File: src/rtl/simon_pkg.sv
// SIMON key-schedule constants, FSM state type and standard variant parameters
// shared by the round-key sequencer and its combinational round.
package simon_pkg;

   localparam logic [61:0] Z0 = 62'b11111_01000_10010_10110_00011_10011_01111_10100_01001_01011_00001_11001_10;
   localparam logic [61:0] Z1 = 62'b10001_11011_11100_10011_00001_01101_01000_11101_11110_01001_10000_10110_10;
   localparam logic [61:0] Z2 = 62'b10101_11101_11000_00011_01001_00110_00101_00001_00011_11110_01011_01100_11;
   localparam logic [61:0] Z3 = 62'b11011_01110_10110_00110_01011_11000_00010_01000_10100_11100_11010_00011_11;
   localparam logic [61:0] Z4 = 62'b11010_00111_10011_01011_01100_01000_00010_11100_00110_01010_01001_11011_11;

   typedef enum logic {
      ST_IDLE = 1'b0,
      ST_RUN  = 1'b1
   } seq_state_t;

   // Standard variants as (N, M, T, ZSEL)
   localparam int SIMON_32_64_N   = 16, SIMON_32_64_M   = 4, SIMON_32_64_T   = 32, SIMON_32_64_Z   = 0;
   localparam int SIMON_48_72_N   = 24, SIMON_48_72_M   = 3, SIMON_48_72_T   = 36, SIMON_48_72_Z   = 0;
   localparam int SIMON_48_96_N   = 24, SIMON_48_96_M   = 4, SIMON_48_96_T   = 36, SIMON_48_96_Z   = 1;
   localparam int SIMON_64_96_N   = 32, SIMON_64_96_M   = 3, SIMON_64_96_T   = 42, SIMON_64_96_Z   = 2;
   localparam int SIMON_64_128_N  = 32, SIMON_64_128_M  = 4, SIMON_64_128_T  = 44, SIMON_64_128_Z  = 3;
   localparam int SIMON_96_96_N   = 48, SIMON_96_96_M   = 2, SIMON_96_96_T   = 52, SIMON_96_96_Z   = 2;
   localparam int SIMON_96_144_N  = 48, SIMON_96_144_M  = 3, SIMON_96_144_T  = 54, SIMON_96_144_Z  = 3;
   localparam int SIMON_128_128_N = 64, SIMON_128_128_M = 2, SIMON_128_128_T = 68, SIMON_128_128_Z = 2;
   localparam int SIMON_128_192_N = 64, SIMON_128_192_M = 3, SIMON_128_192_T = 69, SIMON_128_192_Z = 3;
   localparam int SIMON_128_256_N = 64, SIMON_128_256_M = 4, SIMON_128_256_T = 72, SIMON_128_256_Z = 4;

   // Bit k of sequence s; bit 0 is the leftmost character of the published string.
   function automatic logic z_bit(input int unsigned s, input logic [6:0] k);
      logic [61:0] z;
      logic [5:0]  idx;
      case (s)
         0:       z = Z0;
         1:       z = Z1;
         2:       z = Z2;
         3:       z = Z3;
         default: z = Z4;
      endcase
      idx = 6'(k % 7'd62);
      return z[6'd61 - idx];
   endfunction

   // Round constant 2^n - 4, returned zero-extended to 64 bits
   function automatic logic [63:0] round_const(input int n);
      if (n >= 64)
         return ~64'd3;
      return ((64'd1 << n) - 64'd1) & ~64'd3;
   endfunction

endpackage

File: src/rtl/simon_key_round.sv
// One step of the SIMON key-expansion recurrence: produces the key M positions
// ahead of w0 from the current key window and the round's z bit.
module simon_key_round
   import simon_pkg::*;
#(
   parameter int N = 48,
   parameter int M = 2
) (
   input  logic [N-1:0] w0,
   input  logic [N-1:0] w1,
   input  logic [N-1:0] w_last,
   input  logic         z,
   output logic [N-1:0] knew
);

   localparam logic [N-1:0] C = N'(round_const(N));

   logic [N-1:0] t_rot3;
   logic [N-1:0] t_mix;
   logic [N-1:0] t_fold;

   always_comb begin
      t_rot3 = {w_last[2:0], w_last[N-1:3]};
      t_mix  = (M == 4) ? (t_rot3 ^ w1) : t_rot3;
      t_fold = t_mix ^ {t_mix[0], t_mix[N-1:1]};
      knew   = C ^ w0 ^ t_fold ^ {{(N-1){1'b0}}, z};
   end

endmodule

File: src/rtl/simon_key_sequencer.sv
// Streams T SIMON round keys from an N*M-bit master key, one per valid/ready
// transfer, using an M-word shift register fed by simon_key_round.
//
// state   | meaning
// ST_IDLE | waiting for start; outputs quiet
// ST_RUN  | w[0] presented as round key cnt, shifts on each accepted transfer
module simon_key_sequencer
   import simon_pkg::*;
#(
   parameter int N    = 48,
   parameter int M    = 2,
   parameter int T    = 52,
   parameter int ZSEL = 2
) (
   input  logic           clk,
   input  logic           rst,
   input  logic           start,
   input  logic [N*M-1:0] key,
   output logic           busy,
   output logic           rk_valid,
   input  logic           rk_ready,
   output logic [N-1:0]   rk_data,
   output logic [6:0]     rk_idx,
   output logic           rk_last,
   output logic           done
);

   generate
      if (M < 2 || M > 4) begin : g_bad_m
         $error("simon_key_sequencer: M must be 2, 3 or 4");
      end
      if (T < M || T > 127) begin : g_bad_t
         $error("simon_key_sequencer: T must lie in M..127");
      end
      if (ZSEL < 0 || ZSEL > 4) begin : g_bad_z
         $error("simon_key_sequencer: ZSEL must lie in 0..4");
      end
   endgenerate

   localparam logic [6:0] LAST_IDX = 7'(T - 1);

   seq_state_t   state, state_nxt;
   logic [6:0]   cnt;
   logic [N-1:0] w [M];
   logic         load, xfer, last_xfer;
   logic         done_q;
   logic         z_cur;
   logic [N-1:0] knew;

   assign z_cur = z_bit(ZSEL, cnt);

   simon_key_round #(.N(N), .M(M)) u_round (
      .w0     (w[0]),
      .w1     (w[1]),
      .w_last (w[M-1]),
      .z      (z_cur),
      .knew   (knew)
   );

   always_ff @(posedge clk) begin
      if (rst) begin
         state  <= ST_IDLE;
         cnt    <= '0;
         done_q <= 1'b0;
         for (int j = 0; j < M; j++)
            w[j] <= '0;
      end else begin
         state  <= state_nxt;
         done_q <= last_xfer;
         if (load) begin
            cnt <= '0;
            for (int j = 0; j < M; j++)
               w[j] <= key[j*N +: N];
         end else if (xfer) begin
            cnt <= cnt + 7'd1;
            for (int j = 0; j < M-1; j++)
               w[j] <= w[j+1];
            w[M-1] <= knew;
         end
      end
   end

   // start is only looked at in IDLE, so a start during the final transfer is dropped
   always_comb begin
      state_nxt = state;
      load      = 1'b0;
      xfer      = 1'b0;
      last_xfer = 1'b0;
      case (state)
         ST_IDLE: begin
            if (start) begin
               load      = 1'b1;
               state_nxt = ST_RUN;
            end
         end
         ST_RUN: begin
            if (rk_ready) begin
               xfer = 1'b1;
               if (cnt == LAST_IDX) begin
                  last_xfer = 1'b1;
                  state_nxt = ST_IDLE;
               end
            end
         end
         default: state_nxt = ST_IDLE;
      endcase
   end

   assign busy     = (state == ST_RUN);
   assign rk_valid = busy;
   assign rk_data  = busy ? w[0] : '0;
   assign rk_idx   = busy ? cnt : '0;
   assign rk_last  = busy && (cnt == LAST_IDX);
   assign done     = done_q;

endmodule
File: config.mk
export PLATFORM = sky130hd
export DESIGN_NAME = simon_key_sequencer
export DESIGN_NICKNAME = d
export VERILOG_FILES = /design/src/rtl/simon_pkg.sv /design/src/rtl/simon_key_round.sv /design/src/rtl/simon_key_sequencer.sv
export SDC_FILE = /design/constraint.sdc
export NUM_CORES = 1
export LEC_CHECK = 0
export BUFFER_PORTS_ARGS = -buffer_cell sky130_fd_sc_hd__clkbuf_2
export CAP_MARGIN = 10
export CELL_PAD_IN_SITES_DETAIL_PLACEMENT = 0
export CELL_PAD_IN_SITES_GLOBAL_PLACEMENT = 1
export CORE_MARGIN = 2
export CORE_UTILIZATION = 42
export DETAILED_ROUTE_END_ITERATION = 12
export HOLD_SLACK_MARGIN = 0.08
export PLACE_DENSITY_LB_ADDON = 0.05
export SYNTH_ARGS = -nofsm -noshare
export SYNTH_HDL_FRONTEND = slang
export SYNTH_SLANG_ARGS = --single-unit
File: constraint.sdc
create_clock -name clk -period 4.7 [get_ports clk]
set_clock_uncertainty 0.1 [all_clocks]
set_input_delay 0.235 -clock clk [delete_from_list [all_inputs] [get_ports clk]]
set_output_delay 0.235 -clock clk [all_outputs]
set_load 0.1 [all_outputs]
# Word-level counts from Yosys, hierarchy flattened
# Memory sizes are Yosys's and may differ from the RTL's.
# Cells that the tools add are included.
[totals]
ff_bits = 9
ramBits = 96
mem_bits_ro = 64
in_bits = 100
elab_cells = 47
memories = 2
[memory_table]
columns = ["name", "depth", "word_bits", "read_ports", "rd_clocked_by_memory_dff", "wr", "line_no", "text"]
rows = [
  ["w", 2, 48, 2, 0, 2, "simon_key_sequencer.sv:44", "logic [N-1:0] w [M];"],
  ["(name not given)", 64, 1, 1, 0, 0, "simon_pkg.sv:40", "return z[6'd61 - idx];"],
]
[op_classes]
n_addsub = 2
div = 1
order_cmp = 1
n_eq_ne = 1
mux = 24
bitwise_logic = 10
n_reduce_logical = 3
[op_table]
columns = ["op", "n"]
rows = [
  ["$mux W48", 5],
  ["$xor A48 B48 Y48", 2],
  ["$xor A48 B1 Y48", 1],
  ["$not A46 Y46", 1],
  ["$mux W1", 17],
  ["$add A7 B1 Y7 const B", 1],
  ["$eq A7 B6 Y1 const B", 1],
  ["$lt A6 B7 Y1 const B", 1],
  ["$mod A7 B6 Y7 const B", 1],
  ["$mux W7", 1],
  ["$sub A6 B6 Y6 const A", 1],
  ["$or A1 B1 Y1", 4],
  ["$reduce_or A3 Y1", 1],
  ["$not A1 Y1", 2],
  ["$pmux W1 S2", 1],
  ["$reduce_or A2 Y1", 1],
  ["$logic_and A1 B1 Y1", 1],
]

# Longest topological paths before layout
# Gate-level depths: netlist of the first run.
[depth]
depth_word = 7
mapped_depth = 18

# Cells and area by module
# From an unflattened synthesis of the first run, not the netlist that was laid out.
[unflattened]
hier_cells = 504
hier_area_um2 = 6064.6
[modules_own_cells]
columns = ["module", "instances", "cells_each", "area_per_inst_um2", "seq_area_each_um2"]
rows = [
  ["simon_key_sequencer", 1, 407, 5215.0, 3062.9],
  ["simon_key_round", 1, 97, 849.6, 0.0],
]

# Least setup slack after synthesis of the first run
# OpenSTA, ideal clock, no wires.
[synth_path]
path_type = "register -> register"
startpoint = "register state (netlist: busy)"
endpoint = "register state (netlist: busy)"
arrival_ps = 4408
required_ps = 4322
setup_slack_ps = -86
path_stages_with_launch = 4
n_path_buf = 0
cell_sequence = "dfxtp_1 nand4_1 nor4_1 a211oi_1"
[synth_between]
elab_chain_len = 2
[synth_lines]
columns = ["element", "line_no", "text"]
rows = [
  ["from (decl)", "simon_key_sequencer.sv:42", "seq_state_t state, state_nxt;"],
  ["from (signal assigned)", "simon_key_sequencer.sv:68", "state <= state_nxt;"],
  ["$not A1 Y1 (no source line)", "n/a", ""],
  ["$pmux W1 S2 (*)", "simon_key_sequencer.sv:89", "case (state)"],
]
# Mark *: on every way between the ends. The rest lies on a longest branch, timed or not.
# A chain may end at the register's enable or synchronous reset.

==> summary.md, run 1 <==
| Metric | Value |
|---|---|
| Largest net degree at the start of global routing | 73 |
| Die height | 124 µm |
| Final antenna-violating net count | 0 |
| Reg clk slew, reported paths | around 70 ps |
| # setup viols final | 0 |
| Delay-heaviest family, CP | compound AO/OA/AOI/OAI gates |
| Grt met3 use | 3.91% |
| Slew HR | roughly 43% |
| CP peak stage delay | 580 ps |
| Max Freq | around 0.23 GHz |
| Pwr dens | 318 nW/µm² |
| Initial Util | about 42% |
| Minimum clock period | 4410 ps |
| CP Launch Type | register |
| Synth Flop Type | edfxtp_1 |
| Grt ovf | 0 |
| Start of the worst register-to-register path | cnt[2] |
| FF-to-FF End | w[0][48] |
| Net count after synthesis | roughly 620 |
| Yosys top cell by area | edfxtp_1 |
| # rows | 44 |
| Leakage | around 3.5 nW |
| Placeable Area | 14400 µm² |
| CTS tree | built |
| Maximum vdd drop | 0.180 mV |
| Synth Register Bits | 105 |
| Setup tns final | 0 ps |
| Worst hold-check path type | primary input to register |
| Crit share post-route | a little over nine tenths |
| Clock sinks | 105 |
| Total routed wirelength | 16200 µm |
| Max clock buf depth | 2 |
| Reg2reg setup slack | about 290 ps |
| WL/cell | 17.5 µm |
| Number of nets in the layout | 839 |
| Critical Path Stages | 16 |
| Max Cap Viol | 0 |
| CP endpoint | w[0][48] |
| Asr flop ratio synth | 0% |
| Hpwl dp | 10600 µm |
| Worst slew pin tran | 848 ps |
| WP data required | 4700 ps |
| Antenna violations before repair | 0 |
| Critical path arrival | 4410 ps |
| Average size of a mapped cell | between 10 and 15 µm² |
| Layout area overhead | 34.6% |
| Die span in x | ~120 µm |
| Met1 GRT Util | 28.9% |
| Final hold vios | 0 |
| TritonCTS Buffers | 9 |
| Top-area cell type share of the netlist area | between 40 and 50% |
| Clock Latency Late Sink | 350 ps |
| DR vias/cell | around 5.3 |
| Crit path max fanout | 11 |
| Fillcell total | 1261 |
| Met2 Resource Use GR | 33.5% |
| Layout cell share with drive strength beyond 1 | 27.2% |
| PortBufs | 158 |
| R2r worst-path depth | 16 |
| Crit path top cell by count | inv_1 |
| Post-synthesis sequential area ratio | approximately half |
| Placer Congestion | slightly below 0.8 |
| Ordered list of cells on the worst path | and4_1 -> a21boi_0 -> ha_2 -> a21oi_1 -> o32a_1 -> xnor2_4 -> inv_1 -> ha_1 -> inv_1 -> or3_4 -> and3_4 -> a221o_1 -> a2111oi_2 -> inv_1 -> a31oi_1 -> o41ai_2 |
| Outcome | finished clean |
| Final Max Tran Viols | 0 |
| Power, Total | approximately 2.6 mW |
| Unrepaired setup endpoints after global routing | false |
| Global-route layer with the greatest usage | met2 |
| Ant. Diodes | 0 |
| Start point of the critical path | cnt[2] |
| Crit. End Element | register |
| GR Util All Layers | 20.8% |
| Vias | 4902 |
| Synth Warn # | 0 |
| CP max-delay cell | dfxtp_1 |
| Critical path class | register to register |
| # IOs | 159 |
| Drt first pass iters | 4 |
| Critical path buffer and inverter count | 3 |
| Post-synthesis cell type count | 54 |
| First-pass GRT wire length | ~26000 µm |
| Vias in the first global route | 4998 |
| Post-synth EDFFs | 96 |
| Die area | around 15000 µm² |
| Ranking of synthesized cells by area | edfxtp_1 (47%), a22o_1 (14%), xnor2_1 (7.6%), xor2_1 (7.3%), and2_1 (5.8%) |
| H-Tree Depth | 3 |
| Most common cell in the synthesized netlist | edfxtp_1 |
| DRC viols | 0 |
| CTS Root Cell | clkbuf_16 |
| Synthesized area | 6100 µm² |
| DRT iter0 DRCs | 285 |
| Top post-synthesis cells by count | edfxtp_1 (96), a22o_1 (95), and2_1 (57) |
| Gate Count Post-Synth | roughly 500 |
-- sequential cells by signal, indices dropped and copies added, names as in the netlist --
name,cells
cnt,7
busy,1
w,96
done,1
-- layer usage --
metal / up-vias / part of all wire (%)
met2: 125 / 48
met5: - / 0
met1: 2395 / 47
li1: 2369 / -
met4: 0 / 1.1
met3: 13 / 4.2
-- cells in the final DEF, fill, tap and decap left out, types with 2 or more instances in the layout --
| cell type | n |
|---|---|
| a21boi_0 | 2 |
| nor3_1 | 3 |
| o2111ai_1 | 3 |
| nor2_4 | 2 |
| nand2_1 | 8 |
| nand4_1 | 6 |
| a21oi_1 | 5 |
| a31oi_1 | 4 |
| clkbuf_2 | 158 |
| dfxtp_1 | 8 |
| dlygate4sd3_1 | 81 |
| edfxtp_1 | 96 |
| buf_4 | 11 |
| and3_1 | 2 |
| mux2i_1 | 2 |
| clkbuf_16 | 9 |
| o21a_1 | 2 |
| o221ai_1 | 2 |
| nor2_1 | 9 |
| nand2b_1 | 4 |
| and2_1 | 57 |
| xnor2_1 | 53 |
| inv_1 | 7 |
| a22o_1 | 95 |
| o21ai_0 | 5 |
| a211oi_1 | 7 |
| nand3_1 | 5 |
| clkinv_2 | 2 |
| ha_1 | 5 |
| xor2_1 | 51 |
-- per-stage QoR --
| step | utilization (%) | hold slack, ps | area (µm²) | cells | worst slack [ps] |
|---|---|---|---|---|---|
| after floorplan | - | 207 | 6100 | 510 | 474 |
| after global placement | 49.3 | 364 | 7080 | 825 | 409 |
| after detailed placement | 49.3 | 367 | 7080 | 825 | 317 |
| after CTS | 56.9 | 80.9 | 8180 | 921 | 279 |
| after global routing | 57.1 | 84.4 | 8200 | 922 | 16.9 |
| final | 57.1 | 91.0 | 8200 | 922 | 290 |
-- how the worst min path moves through the flow --
stage / from / endpoint / slack [ps] / cells past startpoint
floorplan: rst / done / 210 / 1
global placement: rk_ready / busy / 360 / 2
detailed placement: rk_ready / busy / 370 / 2
CTS: key[13] / w[0][13] / 80 / 2
global route: key[20] / w[0][20] / 80 / 2
finish: key[77] / w[0][77] / 90 / 2
-- final cells by class --
type | count | area [µm²] | share of cell area [%]
Clock buffer | 9 | 225 | 2.75
Timing Repair Buffer | 251 | 1700 | 20.8
Sequential cell | 105 | 3060 | 37.3
Multi-Input combinational cell | 359 | 2880 | 35.1
Clock inverter | 7 | 76.3 | 0.930
Inverter | 7 | 26.3 | 0.320
Tap cell | 184 | 230 | 2.81
-- power by group --
group / switching [mW] / leakage [nW] / internal, mW
Clock: 0.362 / 0.148 / 0.418
Sequential: 0.0919 / 1.12 / 1.13
Combinational: 0.358 / 2.23 / 0.257
Total: 0.812 / 3.50 / 1.80
-- what timing repair did --
item / in CTS / in global routing
hold buffers: 80 / 1
setup endpoints to repair: 0 / 1
buffers inserted: 0 / 0
hold endpoints to repair: 80 / 1
gates resized for setup: 0 / 2
-- logic make-up after synthesis --
group	synth area share [%]
flops	50.2
compound gates	19.0
buf+inv	3.24
xor+xnor	15.2
fa+ha+maj	1.23
simple gates	10.3
mux	0.759
No activity file was read; power rests on OpenSTA's default activity.
==> run 2: changes to the inputs <==
--- a/config.mk
+++ b/config.mk
@@ -9,6 +9,7 @@
 export CAP_MARGIN = 10
 export CELL_PAD_IN_SITES_DETAIL_PLACEMENT = 0
 export CELL_PAD_IN_SITES_GLOBAL_PLACEMENT = 1
+export CORE_ASPECT_RATIO = 0.6
 export CORE_MARGIN = 2
 export CORE_UTILIZATION = 42
 export DETAILED_ROUTE_END_ITERATION = 12
==> summary.md, run 2 (synthesized netlist as in run 1, its figures left out) <==
| Metric | Value |
|---|---|
| DRC viols | 0 (unchanged) |
| Drt first pass iters | 5 (+1) |
| Critical path class | register to register |
| Clock sinks | 105 (unchanged) |
| Placer Congestion | 0.786 (-0.90%) |
| # setup viols final | 0 (unchanged) |
| Switch share | 32.0% (+0.93 points) |
| DRT iter0 DRCs | 297 (+4.2%) |
| Multi-input gate area | 2860 µm² (-0.48%) |
| Hpwl dp | 10700 µm (+0.94%) |
| Clk pwr share | 28.9% (-1.0 points) |
| Die area | 15500 µm² (+0.20%) |
| Reg2reg setup slack | 420 ps (+130 ps) |
| GR Util All Layers | 20.6% (-0.26 points) |
| R2r worst-path depth | 16 (unchanged) |
| Total routed wirelength | 16100 µm (-0.40%) |
| Setup tns final | 0 ps (unchanged) |
| Largest net degree at the start of global routing | 97 (+33%) |
| Die span in x | 160 µm (+28%) |
| Initial Util | 42.5% (+0.096 points) |
| Sequential power share | 47.9% (+1.3 points) |
| Final antenna-violating net count | 0 (unchanged) |
| Comb pwr share | 23.2% (-0.3 points) |
| Commonest non-fill, non-tap cell in the layout | clkbuf_2 |
| # rows | 34 (-23%) |
| Start of the worst register-to-register path | cnt[5] |
| Start point of the critical path | cnt[5] |
| Post-CTS setup buffer count | 0 (unchanged) |
| TritonCTS Buffers | 9 (unchanged) |
| Outcome | finished clean |
| Vias | 4779 (-2.5%) |
| Die height | 97.3 µm (-22%) |
| Leakage | 3.35 nW (-4.2%) |
| Worst hold-check path type | primary input to register |
| CTS Root Cell | clkbuf_16 |
| Worst hold margin | 85.0 ps (-5.98 ps) |
| Fillcell total | 1282 (+1.7%) |
| Max Cap Viol | 0 (unchanged) |
| Delay-heaviest family, CP | compound AO/OA/AOI/OAI gates |
| P_sw | 0.814 mW (+0.26%) |
| Critical Path Stages | 16 (unchanged) |
| First-pass GRT wire length | 25200 µm (-2.9%) |
| Max reg flops | 96 (unchanged) |
| Crit path top cell by count | inv_1 |
| Max clock buf depth | 2 (unchanged) |
| CP max-delay cell | dfxtp_1 |
| Ordered list of cells on the worst path | and4_1 -> a21boi_0 -> ha_1 -> a21oi_1 -> o32a_1 -> xnor2_2 -> inv_1 -> ha_1 -> inv_1 -> or3_4 -> and3_4 -> a221o_1 -> a2111oi_2 -> inv_1 -> and4_4 -> o41ai_2 |
| Critical path buffer and inverter count | 3 (unchanged) |
| Largest regs | w x96, cnt x7 |
| Ant. Diodes | 0 (unchanged) |
| CP peak stage delay | 450 ps (-130 ps) |
| Clock Latency Late Sink | 350 ps (about the same) |
| Placeable Area | 14300 µm² (-0.23%) |
| Antenna violations before repair | 0 (unchanged) |
| Reg clk slew, reported paths | 80 ps (about the same) |
| Grt ovf | 0 (unchanged) |
| # IOs | 159 (unchanged) |
| Most frequent cells in the layout | clkbuf_2 (158), edfxtp_1 (96), a22o_1 (95) |
| FF-to-FF End | w[0][48] |
| WP data required | 4760 ps (+60 ps) |
| Maximum vdd drop | 0.178 mV (-1.2%) |
| Layout cell share with drive strength beyond 1 | 28.4% (+1.2 points) |
| Crit. End Element | register |
| Critical path arrival | 4330 ps (-80 ps) |
| Final hold vios | 0 (unchanged) |
| Pwr dens | 325 nW/µm² (+2.0%) |
| Slew HR | 28.3% (-15 points) |
| Layout area overhead | 28.4% |
| Max Freq | 0.234 GHz (+3.1%) |
| Pint | 1.73 mW (-4.0%) |
| Final Max Tran Viols | 0 (unchanged) |
| Vias in the first global route | 4642 (-7.1%) |
| CTS tree | built |
| H-Tree Depth | 3 (unchanged) |
| WL/cell | 17.9 µm (+1.9%) |
| Worst slew pin tran | 1080 ps (+228 ps) |
| CP Launch Type | register |
| Unrepaired setup endpoints after global routing | false |
| Crit share post-route | 91.0% (-2.8 points) |
| PortBufs | 158 (unchanged) |
| Minimum clock period | 4280 ps (-132 ps) |
| Crit path max fanout | 14 (+3) |
| CP endpoint | w[0][48] |
| Sequential cell area | 3060 µm² (unchanged) |
| Number of nets in the layout | 804 (-4.2%) |
| DR vias/cell | 5.30 (-0.24%) |
| Biggest register | w |
run 2: worst min path at each step:
stage | startpoint | endpoint | slack (ps) | cells past startpoint
after floorplan | rst | done | 210 | 1
after global placement | rk_ready | busy | 400 | 2
after detailed placement | rk_ready | busy | 410 | 2
after CTS | key[75] | w[0][75] | 80 | 2
after global routing | key[38] | w[0][38] | 80 | 2
final | key[11] | w[0][11] | 90 | 2
run 2: cell type report:
| class | instances | area share [%] |
|---|---|---|
| Clock inverter | 7 | 0.655 |
| Tap cell | 198 | 3.16 |
| Timing Repair Buffer | 216 | 17.3 |
| Clock buffer | 9 | 2.88 |
| Sequential cell | 105 | 39.1 |
| Inverter | 7 | 0.336 |
| Multi-Input combinational cell | 359 | 36.6 |
run 2: through the flow:
stage	instance area, µm²	power [mW]	setup WS [ps]	utilization, %	cells
after CTS	7800	2.56	408	54.4	898
after detailed placement	7100	1.80	478	49.5	840
after floorplan	6100	1.66	474	-	510
final	7830	2.54	422	54.6	901
after global placement	7100	1.80	538	49.5	840
after global routing	7830	2.65	26.8	54.6	901
run 2: worst register-to-register path, stage by stage, from the launching register on:
cell and delay, ps:
dfxtp_1 450, and4_1 290, a21boi_0 220, ha_1 220
a21oi_1 60, o32a_1 390, xnor2_2 190, inv_1 170
ha_1 210, inv_1 70, or3_4 390, and3_4 180
a221o_1 320, a2111oi_2 350, inv_1 100, and4_4 190
o41ai_2 200
run 2: repair_timing:
action / 4_1_cts / 5_1_grt
resized for setup: 0 / 0
hold endpoints to repair: 42 / 3
hold buffers: 42 / 3
run 2: power by group through the flow:
stage	Clock [mW]	Sequential [mW]	Combinational, mW
final	0.734	1.22	0.591
after global routing	0.783	1.23	0.634
after CTS	0.752	1.22	0.594
after detailed placement	0	1.24	0.561
after global placement	0	1.24	0.560
after floorplan	0	1.21	0.441
run 2: routing by layer:
layer | wire length (µm) | track usage [%]
met5 | 0 | 0
met4 | 119 | 3.99
met3 | 1090 | 4.35
met2 | 6800 | 29.7
met1 | 8110 | 31.7
